$ cat config.mk
export PLATFORM = sky130hd
export DESIGN_NAME = instruction_fetch_unit
export DESIGN_NICKNAME = d
export VERILOG_FILES = /design/src/rtl/instruction_fetch_unit.sv
export SDC_FILE = /design/constraint.sdc
export NUM_CORES = 1
export LEC_CHECK = 0
export ABC_AREA = 1
export BUFFER_PORTS_ARGS = -buffer_cell sky130_fd_sc_hd__buf_4
export CAP_MARGIN = 20
export CORE_ASPECT_RATIO = 1.4
export CORE_MARGIN = 3
export CORE_UTILIZATION = 29
export CTS_BUF_LIST = sky130_fd_sc_hd__clkbuf_8
export DETAILED_ROUTE_END_ITERATION = 8
export SYNTH_ARGS = -nofsm -noshare
export SYNTH_HDL_FRONTEND = slang
export SYNTH_SLANG_ARGS = --single-unit
$ cat constraint.sdc
create_clock -name clk -period 5.2 [get_ports clk]
set_input_delay 1.04 -clock clk [delete_from_list [all_inputs] [get_ports clk]]
set_output_delay 1.04 -clock clk [all_outputs]
set_load 0.02 [all_outputs]
$ cat src/rtl/instruction_fetch_unit.sv
// Instruction fetch unit: owns the fetch PC, issues in-order imem word reads and
// queues returned words with their PCs for decode. Optional build macro: ALIGN_CHECK_EN.
module instruction_fetch_unit #(
  parameter logic [31:0] RESET_PC    = 32'h0000_0000,
  parameter int          QUEUE_DEPTH = 4
) (
  input  logic        clk,
  input  logic        rst,
  output logic        imem_req_valid,
  input  logic        imem_req_ready,
  output logic [31:0] imem_addr,
  input  logic        imem_rsp_valid,
  input  logic [31:0] imem_rsp_data,
  output logic        instr_valid,
  input  logic        instr_ready,
  output logic [31:0] instr,
  output logic [31:0] instr_pc,
  input  logic        redirect_valid,
  input  logic [31:0] redirect_pc,
  output logic        fetch_misaligned
);
  localparam int AW = $clog2(QUEUE_DEPTH);
  localparam int CW = AW + 1;
  localparam int DW = CW + 4;  // discard can pile up over back-to-back redirects

  typedef struct packed {
    logic [31:0] pc;
    logic [31:0] word;
  } entry_t;

  entry_t [QUEUE_DEPTH-1:0]       q;
  logic   [QUEUE_DEPTH-1:0][31:0] pcf;
  logic [AW-1:0] q_rd, q_wr, pcf_rd, pcf_wr;
  logic [CW-1:0] occ, inflight;
  logic [DW-1:0] discard;
  logic [31:0]   fetch_pc, redir_tgt;
  logic          live, halted, out_en;
  logic          pop, accept, rsp_live, room;
  logic [CW:0]   demand;

  // live keeps every output quiet for the first cycle after reset
  assign out_en   = live & ~rst;
  assign pop      = instr_valid & instr_ready;
  assign accept   = imem_req_valid & imem_req_ready;
  assign rsp_live = imem_rsp_valid & (discard == '0);
  assign demand   = {1'b0, occ} + {1'b0, inflight} - {{CW{1'b0}}, pop};
  assign room     = demand < (CW+1)'(QUEUE_DEPTH);

  assign imem_req_valid = out_en & ~redirect_valid & ~halted & room;
  assign imem_addr      = out_en ? fetch_pc : '0;
  assign instr_valid    = out_en & (occ != '0);
  assign instr          = out_en ? q[q_rd].word : '0;
  assign instr_pc       = out_en ? q[q_rd].pc : '0;

`ifdef ALIGN_CHECK_EN
  assign redir_tgt = redirect_pc;
  always_ff @(posedge clk) begin
    if (rst)                 halted <= 1'b0;
    else if (redirect_valid) halted <= |redirect_pc[1:0];
  end
`else
  assign redir_tgt = redirect_pc & 32'hFFFF_FFFC;
  assign halted    = 1'b0;
`endif
  assign fetch_misaligned = out_en & halted;

  always_ff @(posedge clk) begin
    if (rst) begin
      live     <= 1'b0;
      fetch_pc <= RESET_PC;
      q_rd     <= '0;
      q_wr     <= '0;
      pcf_rd   <= '0;
      pcf_wr   <= '0;
      occ      <= '0;
      inflight <= '0;
      discard  <= '0;
    end else begin
      live <= 1'b1;
      if (redirect_valid) begin
        // every live request still out, minus one answered this cycle, is dropped
        q_rd     <= '0;
        q_wr     <= '0;
        pcf_rd   <= '0;
        pcf_wr   <= '0;
        occ      <= '0;
        inflight <= '0;
        discard  <= discard + DW'(inflight) - DW'(imem_rsp_valid);
        fetch_pc <= redir_tgt;
      end else begin
        if (accept) begin
          pcf[pcf_wr] <= fetch_pc;
          pcf_wr      <= pcf_wr + 1'b1;
          fetch_pc    <= fetch_pc + 32'd4;
        end
        if (rsp_live) begin
          q[q_wr] <= {pcf[pcf_rd], imem_rsp_data};
          q_wr    <= q_wr + 1'b1;
          pcf_rd  <= pcf_rd + 1'b1;
        end
        if (pop) q_rd <= q_rd + 1'b1;
        if (imem_rsp_valid && !rsp_live) discard <= discard - 1'b1;
        occ      <= occ + CW'(rsp_live) - CW'(pop);
        inflight <= inflight + CW'(accept) - CW'(rsp_live);
      end
    end
  end

  a_rsp_expected: assert property (@(posedge clk) disable iff (rst)
    imem_rsp_valid |-> (inflight != '0 || discard != '0));

endmodule
==> results.md <==
- Worst-path fanout max: 50
- Max VDD drop: 0.122 mV
- CP bufs+invs: 5
- Synth area leader: edfxtp_1
- Detail Placement HPWL: between 20000 and 30000 um
- Via density: 4.66
- Rows: 107
- Max-slew violation count: 0
- Initial Util: approximately 30%
- Fill cells: just over 6000
- Max_cap viols: 0
- Layout Area Growth over Synthesis: 18.8%
- Final hold slack: 0.511 ns
- Hold Crit Start: discard[1]$_SDFFE_PP0P_
- Hold depth: 2
- R2R depth: 20
- Core area: 61300 sq um
- Initial antenna violation count: 1
- Post-synthesis register bit count: 420
- Power share of the combinational group: a little under a tenth
- Final Hold Viols: 0
- Vias: between 10000 and 15000
- GR Util All Layers: 13.6%
- CTS max path bufs: 3
- Final TNS setup: 0 ns
- Drt wl/cell: approximately 17 um
- Final WL: between 40000 and 50000 um
- Remaining Overflow, GRT: 0
- Most common cell on crit path: buf_4
- CP Depth: 7
- Hold endpoint: discard[1]$_SDFFE_PP0P_
- Full die area: around 66000 sq um
- FF-to-FF End: inflight[2]$_SDFF_PP0_
- Sequential power share: 53.6%
- Cts hold-fix bufs: 0
- Share of layout cells above drive strength 1: around 16%
- Port Buffer Count: between 150 and 200
- Post-CTS setup buffer count: 0
- Reg area: 12100 sq um
- Sw Share: about 24%
- Power Density: 330 nW/um^2
- Crit path required time: about 4.2 ns
- Internal power: 5.37 mW
- Mean Syn Cell Area: roughly 11 sq um
- Post-Synthesis Cell Area: approximately 18000 sq um
- Largest net degree at the start of global routing: 94
- Flop2flop setup slack: approximately 1.9 ns
- First DRT Iteration DRCs: between 700 and 800
- Area share of the largest cell type after synthesis: 61.0%
- Worst path cell trace: buf_4 > inv_2 > nand2_4 > buf_4 > buf_4 > a21oi_1 > buf_4
- Worst-margin pin slew: around 1.1 ns
- Clk_skew: 0.0353 ns
- Crit Path Class: in -> out
- NetSw: 1.74 mW
- Final routed DRC violation total: 0
- Die width: ~220 um
- Top cells by count, synth: nor2_1 (405), edfxtp_1 (368), o21ai_0 (209)
- Multi-input gate area: about 5300 sq um
- Final setup fails: 0
- Worst min path class: reg -> reg
- Top cells by area, synth: edfxtp_1 (61%), nor2_1 (8.4%), o21ai_0 (5.8%)
- I/O pin count: about 170
- Clock Latency Late Sink: 0.62 ns
- Slew HR: between 20 and 30%
- PostCTS Resize Cnt: 0
- Count leader, synth: nor2_1
- Slowest-stage cell, CP: buf_4
- Leakage: 7.81 nW
- First-pass GRT wire length: between 60000 and 70000 um
- Root Driver: clkbuf_8
- First-pass detailed-route iteration total: 5
- CTS buffer count: 67
- Status: finished clean
- Startpoint types: input pin
- FMAX: ~0.23 GHz
- Post-synth ARST share: 0%
- Clock share of power: between 30% and 40%
- Power Total: 7.10 mW
- Sequential-to-total area share from yosys stat: 66.8%
- Reg clk slew, reported paths: 0.06 ns
- RSZ-0062 raised after global routing: no
- Synth warnings: 0
- Chip height: 302 um
- Crit-path max cell delay: 0.64 ns
- Fin crit share: between 80% and 90%
- Yosys cell types: 37
- Vias in the first global route: about 13000
- Clock sinks: 420
- Post-synth top flop: edfxtp_1
- Worst Path Arrival: 3.34 ns
- CTS tree: built
- Worst path top cell family by delay: buffers and inverters
- Final ANT Viol Nets: 0
- Routability congestion estimate: approximately 0.82
- FF-to-FF Start: occ[1]$_SDFF_PP0_
- H-tree lvl count: 3
- Setup crit end kind: primary output
- Cell count after synthesis: between 1500 and 2000
- EDFF count, synth: ~370
- Fin nets: ~2000
- Tmin final: roughly 4.4 ns
kinds of logic after synthesis:
logic type | share of synthesized area, %
adders and majority gates | 2.40
other | 0.0207
xor gates and xnor gates | 0.967
and+or+nand+nor | 15.1
DFF | 66.8
AOI/OAI and AO/OA | 10.2
buffers and inverters | 4.50
per-stage QoR:
step	std cells	setup slack, ns	cell area (sq um)	util [%]
after global placement	2615	0.781	20300	33.0
after global routing	2735	0.615	21500	35.1
after detailed placement	2615	0.766	20300	33.0
after floorplan	1705	0.488	18100	-
after CTS	2733	0.755	21500	35.1
final	2735	0.819	21500	35.1
state kept, by name, summed over array words and instances, names as in the netlist, 3 cells and up:
| signal | count |
|---|---|
| fetch_pc | 30 |
| pcf | 120 |
| q | 248 |
| inflight | 3 |
| discard | 7 |
| occ | 3 |
tightest hold or removal path: stages (launching register included):
cell	delay, ns
dfxtp_1	0.32
nand2_1	0.07
a21oi_1	0.06
power groups by stage:
stage | sequential (mW) | clock (mW) | combinational (mW)
floorplan | 3.86 | 0 | 0.445
global placement | 3.87 | 0 | 0.635
detailed placement | 3.88 | 0 | 0.659
CTS | 3.81 | 2.75 | 0.661
global route | 3.81 | 2.88 | 0.749
finish | 3.81 | 2.64 | 0.654
per-layer routing:
metal  global-route usage, %  wire length, um  vias to the layer above
met2                    24.0            22700                      370
met4                    5.24             1020                        0
met1                    16.5            19100                     6159
li1                        -                -                     6161
met3                    2.44             2460                       66
met5                       0                0                        -
cell type report:
class	instances	area share (%)
diodes	1	0.0116
clock buffers	69	4.42
clock inverters	49	1.39
inverters	107	1.90
multi-input cells	1083	24.5
flip-flops and latches	420	56.2
well taps	817	4.75
repair buffers	189	6.82
worst max path at each step:
| stage | start | end | slack, ns |
|---|---|---|---|
| finish | rst | instr_pc[19] | 0.82 |
| global route | rst | instr_pc[20] | 0.62 |
| CTS | rst | instr_pc[20] | 0.76 |
| detailed placement | rst | instr_pc[20] | 0.77 |
| global placement | rst | instr_pc[20] | 0.78 |
| floorplan | redirect_valid | q[0]$_DFFE_PP_ | 0.49 |
cell usage in the layout, fill, tap and decap left out, drive strengths merged, types with 3 or more instances in the layout:
cell	count
a21oi	113
nor3	3
xor2	17
o21ai	210
fa	3
inv	130
edfxtp	368
clkbuf	70
clkinvlp	3
and2	3
o22ai	30
clkinv	20
nand2	170
conb	5
buf	188
nor2	418
ha	30
bufinv	3
xnor2	3
dfxtp	52
nand3	71
Note: power is estimated with default switching activity, not from simulation.
